===== src/rtl/ram_arbiter.sv =====
// Single-port RAM arbiter. The CPU owns every cycle with cpu_clken=1. A one-entry
// DMA buffer is issued to the RAM in free cycles (cpu_clken=0).
module ram_arbiter #(
    parameter int ADDR_W = 16
) (
    input  logic              sys_clock,
    input  logic              reset_n,
    input  logic              cpu_clken,
    // CPU side
    input  logic [ADDR_W-1:0] cpu_addr,
    input  logic [7:0]        cpu_dout,
    input  logic              cpu_rd,
    input  logic              cpu_wr,
    output logic [7:0]        cpu_din,
    // DMA side
    input  logic              dma_req,
    input  logic              dma_we,
    input  logic [ADDR_W-1:0] dma_addr,
    input  logic [7:0]        dma_wdata,
    output logic              dma_ack,
    output logic [7:0]        dma_rdata,
    output logic              dma_rvalid,
    output logic              dma_busy,
    // RAM side
    output logic [ADDR_W-1:0] ram_addr,
    output logic [7:0]        ram_din,
    input  logic [7:0]        ram_dout,
    output logic              ram_rd,
    output logic              ram_wr
);

    typedef enum logic [1:0] {
        IDLE,
        DMA_WR,
        DMA_RD,
        DMA_RWAIT
    } state_t;

    state_t            state, state_next;
    logic              buf_full;
    logic              buf_we;
    logic [ADDR_W-1:0] buf_addr;
    logic [7:0]        buf_data;
    logic              req_armed;
    logic              buf_free;
    logic              accept;
    logic              dma_issue;

    // The buffer is released in the final cycle of each access, so a waiting
    // requester can be accepted in that same cycle.
    assign buf_free  = (state == DMA_WR) || (state == DMA_RWAIT);
    assign accept    = dma_req && req_armed && (!buf_full || buf_free);
    assign dma_issue = (state == IDLE) && buf_full && !cpu_clken;

    assign dma_ack    = accept;
    assign dma_rvalid = (state == DMA_RWAIT);
    assign dma_busy   = buf_full || (state != IDLE);
    assign cpu_din    = ram_dout;

    always_ff @(posedge sys_clock or negedge reset_n) begin
        if (!reset_n) begin
            state <= IDLE;
        end else begin
            state <= state_next;
        end
    end

    always_comb begin
        // NOTE: every output of this block gets a default first, so no path
        // can leave one unassigned and infer a latch.
        state_next = state;
        ram_addr   = cpu_addr;
        ram_din    = cpu_dout;
        ram_rd     = 1'b0;
        ram_wr     = 1'b0;

        if (cpu_clken) begin
            ram_rd = cpu_rd;
            ram_wr = cpu_wr;
        end else if (dma_issue) begin
            ram_addr = buf_addr;
            ram_din  = buf_data;
            ram_rd   = !buf_we;
            ram_wr   = buf_we;
        end

        case (state)
            IDLE:      if (dma_issue) state_next = buf_we ? DMA_WR : DMA_RD;
            DMA_WR:    state_next = IDLE;
            DMA_RD:    state_next = DMA_RWAIT;
            DMA_RWAIT: state_next = IDLE;
        endcase

        // Strobes must not reach the RAM while reset is held.
        if (!reset_n) begin
            ram_rd = 1'b0;
            ram_wr = 1'b0;
        end
    end

    // The RAM returns DMA read data in the cycle after issue (DMA_RD). It is
    // captured there, before a CPU read in that cycle can replace it.
    always_ff @(posedge sys_clock or negedge reset_n) begin
        if (!reset_n) begin
            buf_full  <= 1'b0;
            req_armed <= 1'b0;
            dma_rdata <= 8'h00;
        end else begin
            if (!dma_req) begin
                req_armed <= 1'b1;
            end
            if (accept) begin
                buf_full <= 1'b1;
            end else if (buf_free) begin
                buf_full <= 1'b0;
            end
            if (state == DMA_RD) begin
                dma_rdata <= ram_dout;
            end
        end
    end

    // NOTE: the payload is not reset; it is only read while buf_full is set,
    // and buf_full always is reset.
    always_ff @(posedge sys_clock) begin
        if (accept) begin
            buf_we   <= dma_we;
            buf_addr <= dma_addr;
            buf_data <= dma_wdata;
        end
    end

endmodule


===== config.mk =====
export PLATFORM = sky130hd
export DESIGN_NAME = ram_arbiter
export DESIGN_NICKNAME = d
export VERILOG_FILES = /design/src/rtl/ram_arbiter.sv
export SDC_FILE = /design/constraint.sdc
export NUM_CORES = 1
export LEC_CHECK = 0
export CAP_MARGIN = 5
export CELL_PAD_IN_SITES_DETAIL_PLACEMENT = 1
export CELL_PAD_IN_SITES_GLOBAL_PLACEMENT = 2
export CORE_UTILIZATION = 24
export CTS_CLUSTER_DIAMETER = 40
export DETAILED_ROUTE_END_ITERATION = 12
export PLACE_DENSITY_LB_ADDON = 0.12
export RECOVER_POWER = 50
export REMOVE_ABC_BUFFERS = 1
export SYNTH_ARGS = -nofsm -noshare
export SYNTH_HDL_FRONTEND = slang
export SYNTH_SLANG_ARGS = --single-unit

===== constraint.sdc =====
create_clock -name sys_clock -period 5.6 [get_ports sys_clock]
set_input_delay 0.84 -clock sys_clock [delete_from_list [all_inputs] [get_ports sys_clock]]
set_output_delay 0.84 -clock sys_clock [all_outputs]
set_load 0.01 [all_outputs]

==> impl_summary.md <==
GRT
The overall global routing resource usage is 11.4%. The maximum number of pins on one net before global-route repair is 29. After global routing the overflow that remains totals 0. The number of antenna violations at the first check in global routing is 0. The first global-routing pass estimated 6330 um of wire.

The number of global-route vias before repair is 1,284.

Worst setup path
Along the worst path, the maximum fanout reaches 26. Broken down by cell family, the worst path's largest delay share belongs to buffers and inverters. The worst setup path is of the input pin to output pin kind. The critical path goes through dlygate4sd3_1, nand2_1, a21oi_2, clkbuf_1, clkdlybuf4s50_1.

On the worst path, the slowest cell contributes a delay of 1.02 ns. The slowest stage of the critical path belongs to the cell clkbuf_1. STA puts the critical path data arrival time at 3.34 ns. The required arrival time at the worst endpoint is 4.76 ns. The capture point of the worst reg-to-reg path is buf_addr[0]$_DFFE_PP_. The buffers plus inverters on the worst setup path is 3. The worst register-to-register path has a setup slack of 3.53 ns. The kind of start point of the critical path is an input pin.

The reg-to-reg critical path startpoint is state[0]$_DFFE_PN0P_. The endpoint type of the worst setup path is an output pin. The path depth of the worst reg2reg path is 3.

Yosys
Sequential elements use 61.7% of the synthesized area. Counting flops with a built-in enable in the synthesized netlist gives 25. Yosys printed 0 warnings. The count of different cell masters after synthesis is 20. The instance count of the mapped netlist is 98. The largest total area in the synthesized netlist belongs to edfxtp_1. In the synthesized netlist the dominant register cell turns out to be edfxtp_1.

In this run the cell area of the synthesized design comes to 1700 um2. Of all flip-flops after synthesis, the portion carrying an async set or reset was 32.4%. Averaged over all synthesized cells, the footprint is 17.4 um2. In this run, synthesis produced a sequential element count of 37.

Ranked by total cell area, the synthesized netlist is headed by edfxtp_1 44%, dfrtp_1 18%, mux2_4 14%, mux2_2 11%, buf_4 3.5%. The area fraction of the dominant cell type after synthesis is 44.1%.

Floorplan
The floorplan die height is 86.2 um. The region available for standard cell placement spans 6830 um2. For this design the top-level I/O count stands at 108.

The initial utilization of the core area, before any placement, comes to 24.9%. The full die area is 7440 um2. The row count is 30. Measured along the x axis, the die boundary spans 86.2 um.

Place
During placement, the flow inserted port buffers numbering 107. At the end of routability-driven placement, the weighted congestion stood at 0.667. After legalization and detailed placement, the total HPWL measured 3200 um. Before CTS, the worst setup slack after placement is 1.85 ns. After detailed placement, the total cell area comes to 2810 um2.

Clocking
The number of clock buffers added by TritonCTS is 5. Clock latency on the worst-skew pair, taken at its later pin, is 0.28 ns. In this run the number of H-tree levels came out at 2. The clock tree from TritonCTS is built. The number of sinks on the clock net is 37. In this run, post-CTS repair resized a total of 0 instances. The number of hold-repair buffers added at the cts stage is 0. The number of setup buffers added after CTS is 0. In this run the deepest clock path goes through 2 buffers. The post-CTS clock slew at the launch and capture registers of the worst setup and hold paths is 0.07 ns. The CTS root buffer is clkbuf_8.

Worst hold path
The classification of the worst-slack hold path is flip-flop to flip-flop. The cell count of the worst hold path is 1. The worst hold path begins at req_armed$_DFFE_PN0N_. The sink of the worst hold path is req_armed$_DFFE_PN0N_.

Drt
For this run, design rule violations remaining after detail routing come to 0. The detail route stage leaves a number of antenna-violating nets equal to 0. The vias after detailed routing is 1,206.

The post-detailed-routing wire length is 4200 um. In this run, the number of DRC markers left after iteration 0 of detailed routing was 32. The first-pass iteration count of the detailed router is 4.

In the routed layout, each cell is associated on average with a via count of 4.03. In the final routed layout, each cell accounts on average for 14.1 um.

Pwr
Summed over all cells, the static leakage comes to 1.11 nW. Dividing total power by cell area gives a power density of 374 nW/um2. IR analysis of the VDD net gives a maximum drop of 0.000196 V.

Final layout
The number of antenna diodes in the final layout is 0. Summing all flip-flop and latch instances after layout gives 1050 um2. The post-route cell area is 2910 um2. The layout overhead on the synthesized area is 70.7%. After filler insertion, the fill cell instance count of the layout stands at 720. The fraction of final layout cells sized beyond drive strength 1 is 22.2%. The area used by multi-input combinational logic is 536 um2. The post-route core utilization is 42.5%.

The net count of the finished layout is 265.

STA
The worst relative slew slack is 6.91%. Setup repair after global routing left no endpoint under its margin. For the pin with the worst max-slew slack, the measured transition is 1.40 ns. The setup clock skew after layout is 0.00541 ns. For the final routed database, the setup TNS stands at 0 ns. Dividing the final minimum period by the clock period gives 74.6%. The final setup violation count is 0. The number of hold-slack violations in the final timing report was 0. The number of pins exceeding their max-slew limit in the final report is 0. The maximum clock frequency is 239 MHz. Setup slack closes at 1.42 ns. The minimum clock period after layout is 4.18 ns.

Flow run
The tool flagged a number of max-cap violations equal to 0.

Run status
The flow ran to the end, and the final reports show no timing, DRC or antenna violations.
-- where the power goes --
part           total (W)  internal, W  switching [W]
combinational   0.000453     0.000285       0.000169
sequential      0.000411     0.000374      0.0000369
clock           0.000222     0.000131      0.0000907
total            0.00109     0.000791       0.000296
-- placed cells by master, fill, tap and decap left out, drive strengths merged --
cell / synthesis / routed
clkdlybuf4s50: 0 / 80
mux2: 32 / 32
dlygate4sd3: 0 / 27
edfxtp: 25 / 25
dfrtp: 12 / 12
clkbuf: 0 / 7
inv: 3 / 3
and3: 2 / 2
a31o: 2 / 2
a21o: 2 / 2
nor4b: 1 / 1
and2: 1 / 1
nand2: 1 / 1
a21oi: 1 / 1
or3: 1 / 1
and2b: 1 / 1
o21ai: 1 / 1
nand2b: 1 / 1
bufinv: 0 / 1
clkinv: 0 / 1
buf: 12 / 1
-- cells by family (layout without fill, tap and decap cells) --
logic type      count (synthesis)  in the layout  share of synthesized area [%]
mux                            32             32                           24.7
compound gates                  6              6                           2.50
buf+inv                        15            120                           7.49
flops                          37             37                           61.7
simple gates                    8              8                           3.60
-- metal layers --
| layer | wire length, um | up-vias | GRT usage, % |
|---|---|---|---|
| li1 | - | 558 | - |
| met1 | 1570 | 581 | 12.8 |
| met2 | 2260 | 60 | 20.0 |
| met3 | 312 | 7 | 3.52 |
| met4 | 65 | 0 | 5.00 |
| met5 | 0 | - | 0 |
-- registers in the layout (all words and copies together) (netlist names) --
signal     count
buf_we         1
dma_rdata      8
buf_full       1
req_armed      1
buf_data       8
state          2
buf_addr      16
-- cell usage after synthesis, types with 2 or more instances --
master and number:
and3_1 2, buf_4 8, mux2_2 16, dfrtp_1 12, edfxtp_1 25, mux2_4 16
a21o_1 2, buf_12 2, a31o_2 2, inv_1 3
-- stage by stage --
step	power, W	cells	hold slack (ns)
floorplan	0.000631	86	0.435
global placement	0.000869	291	0.452
CTS	0.00111	299	0.478
finish	0.00109	299	0.474
detailed placement	0.000884	291	0.458
global route	0.00115	299	0.508
-- worst max path at each step --
| stage | start | end | slack (ns) | depth (start not counted) |
|---|---|---|---|---|
| 2_1_floorplan | cpu_clken | ram_addr[0] | 1.39 | 2 |
| 3_3_place_gp | cpu_clken | ram_din[7] | 1.92 | 5 |
| 3_5_place_dp | cpu_clken | ram_addr[15] | 1.85 | 5 |
| 4_1_cts | cpu_clken | ram_addr[15] | 1.84 | 5 |
| 5_1_grt | dma_req | dma_ack | 1.19 | 5 |
| 6_report | dma_req | dma_ack | 1.42 | 5 |
-- cell type report --
cell class	instances	share of cell area, %
clock buffers	6	2.50
clock inverters	2	1.16
inverters	3	0.387
multi-input cells	46	18.4
flip-flops and latches	37	36.2
well taps	96	4.13
repair buffers	109	37.2
Note: power is estimated with default switching activity, not from simulation.
==> variant, RTL diff (same flow settings) <==
The parameter `ADDR_W` goes from 16 to 15.
--- a/src/rtl/ram_arbiter.sv
+++ b/src/rtl/ram_arbiter.sv
@@ -3,3 +3,3 @@
 module ram_arbiter #(
-    parameter int ADDR_W = 16
+    parameter int ADDR_W = 15
 ) (
Ports: changed (resized cpu_addr, dma_addr and ram_addr); port bits go from 108 to 105. No check against the original RTL was run, so the function may have changed too.
==> variant against the original RTL <==
Non-clock buffer count down 3. Total power shrank 8.8%. Synthesized area down 7.1%. Hold slack worse by 0.0071 ns. Core utilization up 0.31 points. Cell area fell by 6.4%. Synthesized cell count fell by 3.1%. Maximum frequency up 2.2%. Final cell count shrank 8.0%. Worst setup slack better by 0.091 ns. Sequential cell count down 1. First-iteration DRC count is 47% lower. Die area down 7.0%. Routed wire length is 5.5% lower.
==> variant: results (changes against the original RTL) <==
* Max reg flops at 15 (-1)
* Crit path from: cpu_clken
* Leakage at 1.018 nW (-8.6%)
* Outcome: finished clean
* GRT Total Usage at 12.13% (+0.69 points)
* First-pass GRT wire length at 6.410 mm (+1.2%)
* Largest net degree at the start of global routing at 25 (-14%)
* Multi-Input Combinational at 45 (-2.2%)
* Reg2reg end: buf_data[0]
* Critical path data arrival time at 3.25 ns (-0.09 ns)
* Slew margin rel. at 12.27% (+5.4 points)
* Most common library cells after synthesis: mux2_2 (31), edfxtp_1 (24), dfrtp_1 (12)
* Biggest regs: buf_addr x15, buf_data x8, dma_rdata x8
* Final Net Count at 258 (-2.6%)
* Area Growth Syn to Fin at 72.07%
* Layout cells sized above 1 at 21.21% (-0.96 points)
* Final non-clock buffer share at 38.67% (+1.4 points)
* Synth Cell Area at 1582 µm² (-7.1%)
* Placement Cell Area at 2650 µm² (-5.5%)
* Worst-path maximum fanout at 17 (-35%)
* Peak ir drop on the vdd network at 154.1 µV (-22%)
* Initial DRC Count at 17 (-47%)
* Multi-input logic area at 460.4 µm² (-14%)
* Synth top area cells: edfxtp_1 (46%), mux2_2 (22%), dfrtp_1 (19%)
* Dpl hpwl at 3.036 mm (-5.2%)
* ClkCell Share at 2.943% (-0.72 points)
* Synth Register Bits at 36 (-2.7%)
## variant: how the worst min path moves through the flow
stage | startpoint | end | slack, ns | depth (start not counted)
floorplan | req_armed | req_armed | 0.43 | 1
global placement | req_armed | req_armed | 0.45 | 1
detailed placement | req_armed | req_armed | 0.46 | 1
CTS | req_armed | req_armed | 0.47 | 1
global route | req_armed | req_armed | 0.50 | 1
finish | req_armed | req_armed | 0.47 | 1
## variant: per-stage QoR
stage               worst slack (ns)  util [%]  power [W]  cells  hold WS, ns
detailed placement             1.561     41.73  0.0008359    267       0.4565
finish                         1.512     42.86  0.0009912    275       0.4667
global placement               1.628     41.73  0.0008283    267       0.4518
global route                   1.367     42.86   0.001053    275       0.4951
floorplan                      2.521         -  0.0005911     84       0.4346
CTS                            1.557     43.00   0.001019    275       0.4731
## variant: cell families after synthesis
kind of cell | Yosys count | synth area share (%)
compound gates | 6 | 2.689
buf+inv | 14 | 6.250
flops | 36 | 64.56
mux | 31 | 22.07
simple gates | 8 | 4.431
## variant: routing by layer
| metal | up-vias | share of wire [%] | global-route usage [%] |
|---|---|---|---|
| met1 | 552 | 39 | 13.29 |
| met3 | 4 | 9.8 | 5.169 |
| met4 | 0 | 1.2 | 4.702 |
| met2 | 67 | 50 | 20.72 |
| met5 | - | 0 | 0 |
| li1 | 543 | - | - |
## variant: power groups by stage
stage               clock (W)  sequential [W]  combinational, W
detailed placement          0        0.000403          0.000433
CTS                  0.000185        0.000399          0.000435
global placement            0        0.000399          0.000429
floorplan                   0        0.000411          0.000180
finish               0.000174        0.000399          0.000417
global route         0.000198        0.000407          0.000448
